==> config.mk <==
export PLATFORM = sky130hd
export DESIGN_NAME = imem_loader
export DESIGN_NICKNAME = d
export VERILOG_FILES = /design/src/rtl/imem_loader.sv
export SDC_FILE = /design/constraint.sdc
export NUM_CORES = 1
export LEC_CHECK = 0
export BUFFER_PORTS_ARGS = -buffer_cell sky130_fd_sc_hd__buf_2
export CORE_ASPECT_RATIO = 1.2
export CORE_UTILIZATION = 30
export CTS_CLUSTER_DIAMETER = 200
export DETAILED_ROUTE_END_ITERATION = 7
export PLACE_DENSITY = 0.49
export SLEW_MARGIN = 30
export SYNTH_ARGS = -nofsm -noshare
export SYNTH_HDL_FRONTEND = slang
export SYNTH_SLANG_ARGS = --single-unit
==> constraint.sdc <==
create_clock -name clk -period 3.59 [get_ports clk]
set_clock_uncertainty 0.1 [all_clocks]
set_input_delay 0.718 -clock clk [delete_from_list [all_inputs] [get_ports clk]]
set_output_delay 0.718 -clock clk [all_outputs]
set_load 0.02 [all_outputs]
==> src/rtl/imem_loader.sv <==
// Boot loader: packs a little-endian byte stream into 32-bit words written to instruction memory from address 0.
// Holds the core in reset until the requested number of words has been written.
module imem_loader #(
  parameter int MEM_WORDS = 64
) (
  input  logic        clk,
  input  logic        reset,
  input  logic        start,
  input  logic [15:0] word_count,
  input  logic        byte_valid,
  input  logic [7:0]  byte_data,
  output logic        byte_ready,
  output logic        mem_we,
  output logic [31:0] mem_addr,
  output logic [31:0] mem_wdata,
  output logic        cpu_reset_n,
  output logic        busy,
  output logic        done,
  output logic        error
);

  typedef enum logic [1:0] {IDLE, COLLECT, WRITE, DONE} state_t;

  localparam logic [15:0] MAX_WORDS = 16'(MEM_WORDS);

  state_t      state, state_n;
  logic        error_q, error_n;
  logic [1:0]  byte_idx, byte_idx_n;
  logic [15:0] word_idx, word_idx_n;
  logic [15:0] count_q, count_n;
  logic [23:0] data_buf, data_buf_n;
  logic [31:0] addr_q, addr_n;
  logic [31:0] wdata_q, wdata_n;

  always_ff @(posedge clk or negedge reset) begin
    if (!reset) begin
      state    <= IDLE;
      error_q  <= 1'b0;
      byte_idx <= 2'd0;
      word_idx <= 16'd0;
      count_q  <= 16'd0;
      data_buf <= 24'd0;
      addr_q   <= 32'd0;
      wdata_q  <= 32'd0;
    end else begin
      state    <= state_n;
      error_q  <= error_n;
      byte_idx <= byte_idx_n;
      word_idx <= word_idx_n;
      count_q  <= count_n;
      data_buf <= data_buf_n;
      addr_q   <= addr_n;
      wdata_q  <= wdata_n;
    end
  end

  always_comb begin
    state_n    = state;
    error_n    = error_q;
    byte_idx_n = byte_idx;
    word_idx_n = word_idx;
    count_n    = count_q;
    data_buf_n = data_buf;
    addr_n     = addr_q;
    wdata_n    = wdata_q;

    case (state)
      IDLE, DONE: begin
        if (start) begin
          if (word_count == 16'd0 || word_count > MAX_WORDS) begin
            error_n = 1'b1;
            state_n = IDLE;
          end else begin
            error_n    = 1'b0;
            count_n    = word_count;
            word_idx_n = 16'd0;
            byte_idx_n = 2'd0;
            state_n    = COLLECT;
          end
        end
      end
      COLLECT: begin
        if (byte_valid) begin
          byte_idx_n = byte_idx + 2'd1;
          case (byte_idx)
            2'd0: data_buf_n[7:0]   = byte_data;
            2'd1: data_buf_n[15:8]  = byte_data;
            2'd2: data_buf_n[23:16] = byte_data;
            default: begin
              // The write port is only updated here so it stays stable outside WRITE.
              wdata_n = {byte_data, data_buf};
              addr_n  = {14'd0, word_idx, 2'b00};
              state_n = WRITE;
            end
          endcase
        end
      end
      WRITE: begin
        if (word_idx == count_q - 16'd1) begin
          state_n = DONE;
        end else begin
          word_idx_n = word_idx + 16'd1;
          byte_idx_n = 2'd0;
          state_n    = COLLECT;
        end
      end
      default: state_n = IDLE;
    endcase
  end

  assign byte_ready  = (state == COLLECT);
  assign mem_we      = (state == WRITE);
  assign busy        = (state == COLLECT) || (state == WRITE);
  assign done        = (state == DONE);
  assign cpu_reset_n = (state == DONE);
  assign error       = error_q;
  assign mem_addr    = addr_q;
  assign mem_wdata   = wdata_q;

endmodule

==> flow_summary.json <==
{
  "diodes": 0,
  "post_cts_buffers": 0,
  "maxCapViolCount": 0,
  "fin_crit_sh_pct": 90.3,
  "clock_latency_ps": 350,
  "track_usage_pct": 14.1,
  "grt_max_degree": 60,
  "rows": 53,
  "crit_type": "reg -> reg",
  "grt_pass1_wl_mm": 19.7,
  "worstMarginPinSlew_ps": 687,
  "place_area_mm2": 0.00594,
  "nets": 572,
  "rsz0062_at_grt": "false",
  "worstPathRequired_ps": 3760,
  "maxSlewViolCount": 0,
  "wire_per_inst_um": 15.8,
  "htree_levels": 3,
  "routed_wl_mm": 12.0,
  "synthDistinctLibCells": 54,
  "worstHoldPathType": "in -> async",
  "layout-drive-gt1-share_pct": 36.5,
  "synth_area_mm2": 0.00533,
  "dieArea_mm2": 0.0183,
  "area_growth_syn_to_layout_pct": 17.2,
  "clk_pin_slew_worst_paths_ps": 70,
  "fp.dieH_um": 148,
  "fin_hold_ws_ps": 312,
  "synth-seq-area-share_pct": 51.2,
  "io_buffers": 81,
  "syn_inst": 457,
  "synthArstFlopShare_pct": 100,
  "design.core.area_mm2": 0.0174,
  "fin_crit_ps": 3240,
  "drt_iter0_markers": 164,
  "setup_viol": 0,
  "dpl.hpwl_mm": 8.68,
  "synth.avg_cell_area_um2": 11.7,
  "p_leak_nw": 3.07,
  "synth-seq-cells": 109,
  "die_w_um": 124,
  "initial_core_util_pct": 30.6,
  "ys.flop_type": "dfrtp_1",
  "via_per_inst": 4.83,
  "yosys_warnings": 0,
  "cts_tree": "done",
  "cp-start-kind": "flip-flop",
  "slew_headroom_pct": 54.2,
  "endpoint_kind": "flip-flop",
  "first_global_vias": 3825,
  "synth_top_area_share_pct": 51.2,
  "cts_buffers": 9,
  "outcome": "complete, no violations",
  "drtAntennaViolNets": 0,
  "timing.fmax_ghz": 0.308,
  "clock_path_buffers": 2,
  "cp_max_fo": 7,
  "drtPass1Iterations": 4,
  "hold_buffers": 0,
  "num_vias": 3668,
  "power_density_mw_per_mm2": 678,
  "cts-resized-gates": 0,
  "globalplace.congestion": 0.765,
  "final_hold_viol_count": 0,
  "cp_data_arrival_time_ps": 3410,
  "grt_overflow": 0,
  "stdcell_area_mm2": 0.00625,
  "peakVddDrop_uv": 329,
  "top_level_ports": 98,
  "synth-edff-count": 0,
  "drc": 0,
  "antenna_found_initial": 0,
  "numClockSinks": 109,
  "netlist.top_cell.by_area": "dfrtp_1",
  "synth_area_leaders": "dfrtp_1 (51%), mux2_2 (16%), buf_4 (2.7%), nand3_1 (2.4%), ha_1 (2.1%)",
  "clockRootBuffer": "clkbuf_16",
  "fillers": 1770,
  "setup_tns_ps": 0
}
-- cells by family (layout without fill, tap and decap cells) --
family / Yosys count / in the layout / share of synthesized area [%]
mux: 78 / 78 / 16.4
compound gates: 46 / 46 / 5.89
fa+ha+maj: 9 / 9 / 2.11
buf+inv: 54 / 122 / 5.54
flops: 109 / 109 / 51.2
other cells: 1 / 16 / 0.0703
xor+xnor: 18 / 18 / 2.96
simple gates: 142 / 142 / 15.9
-- layout by cell type (no fill, tap or decap), types with 3 or more instances in the layout --
cell type    n
and3_1       9
a31oi_1      3
ha_1         9
nand4b_1     5
conb_1      16
or4_1        4
nor4_1       5
mux2_2      75
o21ai_0     19
nand3b_1     3
mux2i_1      3
clkbuf_16    9
nor3_1       5
dfrtp_1    109
buf_4       14
xor2_1       7
xnor2_1     11
nor3b_1      6
a211o_1      5
nor2b_1     11
o211ai_1     4
buf_2       80
nand2_1     29
nor2_1      14
inv_1       11
nand4_1      6
nand3_1     25
-- through the flow --
stage / power, mW / utilization, % / setup WS, ps / std cells
after detailed placement: 3.25 / 34.1 / 298 / 744
after global routing: 4.50 / 35.8 / 105 / 760
after global placement: 3.21 / 34.1 / 393 / 744
after floorplan: 2.79 / - / 627 / 472
final: 4.24 / 35.8 / 348 / 760
after CTS: 4.30 / 35.8 / 346 / 760
-- worst paths after layout --
kind                                  start           end  slack (ps)  cells past startpoint
worst max-delay path             count_q[0]  word_idx[11]         350                     12
worst min-delay path                  reset    count_q[5]         310                      1
worst max register to register   count_q[0]  word_idx[11]         350                     12
worst min register to register  mem_addr[4]   mem_addr[4]         380                      2
max in group asynchronous             reset   data_buf[6]        2320                      2
min in group clk                mem_addr[4]   mem_addr[4]         380                      2
-- cell type report --
class	instances	area, um^2	share of cell area, %
tap	220	275	4.41
inverter	11	41.3	0.661
sequential	109	2730	43.7
multi-input combinational	309	2370	37.9
timing repair buffer	95	526	8.41
clock buffer	9	225	3.61
clock inverter	7	82.6	1.32
-- where the power goes --
part / leakage, nW / internal [mW] / switching [mW]
Combinational: 1.51 / 0.570 / 0.722
Clock: 0.153 / 0.552 / 0.481
Sequential: 1.41 / 1.62 / 0.293
-- critical path, cell delays in order (launching register included) --
cell	delay, ps
dfrtp_1	440
inv_1	100
ha_1	260
nor3b_1	470
nand3_1	230
a2111o_1	440
o211a_1	120
a211oi_1	220
buf_4	170
and2_1	200
buf_4	170
o21ai_0	100
o211ai_1	130
-- state kept, by name (all words and copies together), names as in the netlist --
| name | count |
|---|---|
| byte_idx | 2 |
| count_q | 16 |
| data_buf | 24 |
| error | 1 |
| mem_addr | 16 |
| mem_wdata | 32 |
| state | 2 |
| word_idx | 16 |
-- per-layer routing --
layer,routed length [um],track usage [%]
met1,5210,17.0
met2,5960,23.4
met3,633,3.70
met4,228,5.78
met5,0,0
-- cells in the mapped netlist (3+ instances only) --
| master | count |
|---|---|
| a211o_1 | 5 |
| a31oi_1 | 3 |
| and3_1 | 9 |
| buf_2 | 4 |
| buf_4 | 19 |
| clkbuf_1 | 15 |
| dfrtp_1 | 109 |
| ha_1 | 9 |
| inv_1 | 11 |
| mux2_2 | 75 |
| mux2i_1 | 3 |
| nand2_1 | 29 |
| nand3_1 | 26 |
| nand3b_1 | 3 |
| nand4_1 | 6 |
| nand4b_1 | 5 |
| nor2_1 | 14 |
| nor2b_1 | 11 |
| nor3_1 | 5 |
| nor3b_1 | 6 |
| nor4_1 | 5 |
| o211ai_1 | 4 |
| o21ai_0 | 19 |
| or4_1 | 4 |
| xnor2_1 | 11 |
| xor2_1 | 7 |
Power figures use the tool's default switching activity.
